===== config.mk =====
export PLATFORM = sky130hd
export DESIGN_NAME = instr_fetch_unit
export DESIGN_NICKNAME = d
export VERILOG_FILES = /design/src/rtl/instr_fetch_pkg.sv /design/src/rtl/instr_fetch_unit_redirect.sv /design/src/rtl/instr_fetch_unit.sv
export SDC_FILE = /design/constraint.sdc
export NUM_CORES = 1
export LEC_CHECK = 0
export ABC_AREA = 1
export BUFFER_PORTS_ARGS = -buffer_cell sky130_fd_sc_hd__clkbuf_2
export CORE_UTILIZATION = 40
export CTS_CLUSTER_SIZE = 40
export DETAILED_ROUTE_END_ITERATION = 8
export PLACE_DENSITY = 0.72
export SYNTH_ARGS = -nofsm -noshare
export SYNTH_HDL_FRONTEND = slang
export SYNTH_SLANG_ARGS = --single-unit

===== constraint.sdc =====
create_clock -name clk -period 3.2 [get_ports clk]
set_input_delay 0.64 -clock clk [delete_from_list [all_inputs] [get_ports clk]]
set_output_delay 0.64 -clock clk [all_outputs]
set_load 0.1 [all_outputs]

===== src/rtl/instr_fetch_pkg.sv =====
// instr_fetch_pkg: shared fetch-stage state type, PC constants and word-index helper.
package instr_fetch_pkg;
   typedef enum logic [1:0] {BOOT, RUN, FAULT} fetch_state_t;
   localparam logic [31:0] RESET_PC_DEFAULT = 32'h0040_0000;
   localparam logic [31:0] PC_INCR = 32'd4;
   function automatic logic [31:0] pc_to_word_index(input logic [31:0] pc, input logic [31:0] base);
      return (pc - base) >> 2;
   endfunction
endpackage


===== src/rtl/instr_fetch_unit_redirect.sv =====
// fetch_redirect_ctrl: pending-redirect latch and next-PC priority mux with
// fault screening of the candidate next PC.
module fetch_redirect_ctrl
   import instr_fetch_pkg::*;
#(
   parameter int unsigned BIT_WIDTH = 32,
   parameter logic [BIT_WIDTH-1:0] RESET_PC = RESET_PC_DEFAULT,
   parameter int unsigned ROM_WORDS = 32
) (
   input  logic                 clk,
   input  logic                 rst_n,
   input  logic                 en,
   input  logic                 stall,
   input  logic                 jump,
   input  logic [BIT_WIDTH-1:0] jump_target,
   input  logic                 branch,
   input  logic [BIT_WIDTH-1:0] branch_target,
   input  logic [BIT_WIDTH-1:0] pc,
   output logic [BIT_WIDTH-1:0] next_pc,
   output logic                 fault_candidate
);
   logic                 pending;
   logic [BIT_WIDTH-1:0] pending_target;
   // first redirect seen during a stall wins; it is consumed when the PC next advances
   always_ff @(posedge clk) begin
      if (!rst_n) begin
         pending        <= 1'b0;
         pending_target <= '0;
      end else if (en && stall && !pending && (jump || branch)) begin
         pending        <= 1'b1;
         pending_target <= jump ? jump_target : branch_target;
      end else if (en && !stall) begin
         pending <= 1'b0;
      end
   end
   assign next_pc = pending ? pending_target : jump ? jump_target : branch ? branch_target : pc + PC_INCR;
   assign fault_candidate = (|next_pc[1:0]) || (next_pc < RESET_PC) ||
                            (pc_to_word_index(next_pc, RESET_PC) >= ROM_WORDS);
endmodule


===== src/rtl/instr_fetch_unit.sv =====
// instr_fetch_unit: PC register, ROM addressing and instruction register with
// stall/redirect/fault handling; optional counters under FETCH_PERF_COUNT_EN.
module instr_fetch_unit
   import instr_fetch_pkg::*;
#(
   parameter int unsigned BIT_WIDTH = 32,
   parameter logic [BIT_WIDTH-1:0] RESET_PC = RESET_PC_DEFAULT,
   parameter int unsigned ROM_WORDS = 32
) (
   input  logic                 clk,
   input  logic                 rst_n,
   input  logic                 stall_in,
   input  logic                 branch_taken_in,
   input  logic [BIT_WIDTH-1:0] branch_target_in,
   input  logic                 jump_in,
   input  logic [BIT_WIDTH-1:0] jump_target_in,
   output logic [BIT_WIDTH-1:0] rom_addr_out,
   input  logic [BIT_WIDTH-1:0] rom_data_in,
   output logic [BIT_WIDTH-1:0] instr_out,
   output logic [BIT_WIDTH-1:0] pc_out,
   output logic [BIT_WIDTH-1:0] pc_plus4_out,
   output logic                 instr_valid_out,
`ifdef FETCH_PERF_COUNT_EN
   output logic                 addr_fault_out,
   output logic [BIT_WIDTH-1:0] fetch_count_out,
   output logic [BIT_WIDTH-1:0] stall_count_out
`else
   output logic                 addr_fault_out
`endif
);
   fetch_state_t         state, state_nxt;
   logic [BIT_WIDTH-1:0] pc, next_pc;
   logic                 fault_cand, active, advance;
   assign active       = state != FAULT;
   assign advance      = active && !stall_in;
   assign rom_addr_out = pc_to_word_index(pc, RESET_PC);
   assign pc_plus4_out = pc_out + PC_INCR;

   fetch_redirect_ctrl #(.BIT_WIDTH(BIT_WIDTH), .RESET_PC(RESET_PC), .ROM_WORDS(ROM_WORDS)) u_redirect (
      .clk(clk), .rst_n(rst_n), .en(active), .stall(stall_in),
      .jump(jump_in), .jump_target(jump_target_in),
      .branch(branch_taken_in), .branch_target(branch_target_in),
      .pc(pc), .next_pc(next_pc), .fault_candidate(fault_cand)
   );

   always_ff @(posedge clk) begin
      if (!rst_n) state <= BOOT;
      else        state <= state_nxt;
   end

   always_comb begin
      state_nxt = state;
      state_nxt = advance ? (fault_cand ? FAULT : RUN) : state;
   end

   // a faulting edge drops the current fetch and leaves the PC on its last good value
   always_ff @(posedge clk) begin
      if (!rst_n) begin
         pc              <= RESET_PC;
         instr_out       <= '0;
         pc_out          <= RESET_PC;
         instr_valid_out <= 1'b0;
         addr_fault_out  <= 1'b0;
      end else if (advance && fault_cand) begin
         instr_valid_out <= 1'b0;
         addr_fault_out  <= 1'b1;
      end else if (advance) begin
         pc              <= next_pc;
         instr_out       <= rom_data_in;
         pc_out          <= pc;
         instr_valid_out <= 1'b1;
      end
   end

`ifdef FETCH_PERF_COUNT_EN
   always_ff @(posedge clk) begin
      if (!rst_n) begin
         fetch_count_out <= '0;
         stall_count_out <= '0;
      end else begin
         if (advance && !fault_cand && !(&fetch_count_out)) fetch_count_out <= fetch_count_out + 1'b1;
         if (state == RUN && stall_in && !(&stall_count_out)) stall_count_out <= stall_count_out + 1'b1;
      end
   end
`else
`endif
endmodule


==> results.yml <==
cells_and_area:
  final_nets: 1641
  layout-drive-gt1-share: 0.265
  layout.cells.non_filler: 1814
  utilization: 0.568
  areaGrowthSynthToFinish_pct: 38.6
  diodes: 0
setup_path:
  slowest_stage: "dfxtp_4"
  cp_cell_sequence: "nand2_4, nor4_4, nand3_2, nor2_4, nand2_2, inv_2, nand4_1, nor4_4, buf_4, xor2_4, buf_12"
  cp-startpoint: "pc_out[6]"
  cpMostUsedCell: "nor4_4"
  setup.worst_path.class: "register to output pin"
  timing.rr.end: "pc_out[26]"
  worst_r2r_path_depth: 19
  cp-end-kind: "output pin"
  cpLargestDelayFamily: "simple AND/OR/NAND/NOR gates"
  cp_max_fo: 4
  cp_data_arrival_time_ns: 2.66
  critPathLaunchType: "register"
  r2r_setup_slack_ns: 0.20
  crit_required_ns: 2.56
  crit_buf_inv: 3
  max_stage_delay_ns: 0.37
  reg2reg_from: "pc[17]"
sta:
  hold_viol: 0
  fin_ws_ns: -0.0979
  tightest_slew_ns: 0.831
  fin_skew_ns: 0.00924
  rsz0062_at_grt: "yes"
  holdWs_ns: 0.434
  finalCritPeriodShare: 1.03
  maxSlewHeadroom: 0.446
  period_minus_slack_ns: 3.30
  drv_slew: 0
  fmax_ghz: 0.303
  setup-violations-final: 5
power_and_ir_drop:
  powerDensity_nw_per_um2: 386
  leakage_nw: 5.62
  peakVddDrop_uv: 329
route:
  wl_um: 24900
  drt_iter0_drc: 568
  vias: 8710
  ant_nets: 0
  drc: 0
  routedWlPerCell_um: 13.7
  drt_first_pass_iters: 5
  post_drt_via_cell_ratio: 4.80
synthesis:
  yosys_most_used_dff: "dfxtp_1"
  synthTopCellsByCount: "nand2_1 (365), nor2_1 (234), inv_1 (190)"
  async_reset_ff_frac: 0
  synthCells: 1319
  synth_area_leaders: "dfxtp_1 (33%), nand2_1 (17%), nor2_1 (11%)"
  synth_edf_count: 0
  yosys_warnings: 0
  ys_ff_latch: 133
  synthDistinctLibCells: 33
  seq_area_frac_synth: 0.333
  avgSynthCellArea_um2: 6.07
  syn_area_um2: 8010
  synth_top_area_frac: 0.333
  synth_area_leader_cell: "dfxtp_1"
  synth_most_common_cell: "nand2_1"
global_routing:
  grt_pass1_vias: 7521
  antenna_found_initial: 0
  grt_max_degree: 102
  grt_pass1_wl_um: 38000
  grt_usage: 0.235
  grt-ovfl-total: 0
die:
  start_util: 0.410
  die_w_um: 143
  core.rowCount: 51
  fp.dieArea_um2: 20600
  num_io_pins: 231
  die_h_um: 143
  core_um2: 19500
placement:
  dp_hpwl_um: 17600
  dp.cells: 1756
  globalplace.congestion: 0.872
  portBuffers: 228
clock_tree:
  numCtsBuffers: 17
  htreeDepth: 4
  clock_latency_ns: 0.42
  path_clk_slew_ns: 0.06
  cts-root-buf: "clkbuf_16"
  clock_path_buffers: 2
  cts_tree: "built"
  cts_sinks: 133
status:
  status: "finished, violations left"
  violations: "setup timing"
hold_path:
  whs_path_depth: 3
  min_to: "instr_out[2]"
  hp-start: "rom_data_in[2]"
  hold_path_class: "input port to register"
job:
  cap_violations: 0
timing repair:
| item | CTS | global route |
|---|---|---|
| gates resized for setup | 17 | 37 |
| buffers inserted | 14 | 11 |
| setup endpoints to repair | 11 | 116 |
| hold buffers | 0 | 0 |
| pin swaps | 11 | 10 |
| gates cloned | 0 | 2 |
metrics by stage:
step	TNS (ns)	power (mW)	setup WS (ns)	instance area, um^2
floorplan	-7.97	2.05	-0.701	8540
global placement	0	2.21	0.137	10000
detailed placement	0	2.22	0.102	10000
CTS	-0.373	4.30	-0.102	10800
global route	-1.66	4.46	-0.264	11100
finish	-0.281	4.28	-0.0979	11100
cell families (layout without fill, tap and decap cells):
| group | after synthesis | count (layout) | share of synthesized area |
|---|---|---|---|
| fa+ha+maj | 4 | 4 | 0.00625 |
| other cells | 1 | 2 | 0.000468 |
| xor+xnor | 37 | 37 | 0.0405 |
| compound gates | 140 | 140 | 0.105 |
| simple gates | 726 | 726 | 0.368 |
| flops | 133 | 133 | 0.333 |
| buf+inv | 278 | 507 | 0.147 |
cell usage in the layout, fill, tap and decap left out, types with 3 or more instances in the layout:
master	netlist	layout
nand2_2	1	5
clkinvlp_4	0	3
nand3_2	0	5
buf_12	0	19
bufinv_16	0	3
nand4_1	9	9
o211ai_1	3	3
nor3_4	0	4
dfxtp_2	0	18
dfxtp_1	133	108
nor2_2	3	5
xor2_1	37	11
nand2_1	365	358
clkbuf_2	0	210
o21ai_1	4	3
xor2_2	0	10
buf_4	24	45
o21ai_0	22	22
inv_2	1	3
inv_1	190	186
nor3_1	38	33
xor2_4	0	16
a21oi_1	54	54
a211oi_1	50	50
nor4_4	0	4
clkbuf_16	0	20
nand3_1	63	57
nor2_1	234	228
nand2_4	0	3
clkbuf_4	0	4
o22ai_1	4	4
nor2_4	3	7
dfxtp_4	0	7
clkinv_2	0	4
clkbuf_8	0	4
tightest hold or removal path, stage by stage:
cell and delay, ns:
clkbuf_2 0.07, nor2_1 0.03, nor2_1 0.08
where the power goes:
part / total, mW / switching, mW / internal (mW)
logic: 0.480 / 0.307 / 0.173
registers: 1.71 / 0.0208 / 1.69
clock network: 2.09 / 0.737 / 1.35
area by class of cell:
class / instances / area [um^2]
clock buffers: 24 / 513
clock inverters: 8 / 118
fillers: 1867 / 8430
inverters: 192 / 728
multi-input cells: 909 / 4790
flip-flops and latches: 133 / 2710
well taps: 265 / 332
repair buffers: 283 / 1900
state kept, by name (all words and copies together), names as in the netlist:
register                   flops
instr_valid_out                1
u_redirect.pending_target     32
u_redirect.pending             1
pc_out                        32
addr_fault_out                 1
pc                            32
state                          2
instr_out                     32
metal layers:
| metal | track usage | wire length [um] | vias up |
|---|---|---|---|
| met1 | 0.328 | 11800 | 3895 |
| met4 | 0.0661 | 312 | 0 |
| met2 | 0.365 | 11300 | 296 |
| met3 | 0.0450 | 1530 | 23 |
| li1 | - | - | 4496 |
| met5 | 0 | 0 | - |
worst max-delay path by stage:
stage | depth (start not counted) | end
6_report | 11 | pc_plus4_out[25]
5_1_grt | 11 | pc_plus4_out[26]
2_1_floorplan | 10 | pc_plus4_out[29]
3_5_place_dp | 11 | pc_plus4_out[26]
4_1_cts | 11 | pc_plus4_out[26]
3_3_place_gp | 11 | pc_plus4_out[25]
Power figures use the tool's default switching activity.
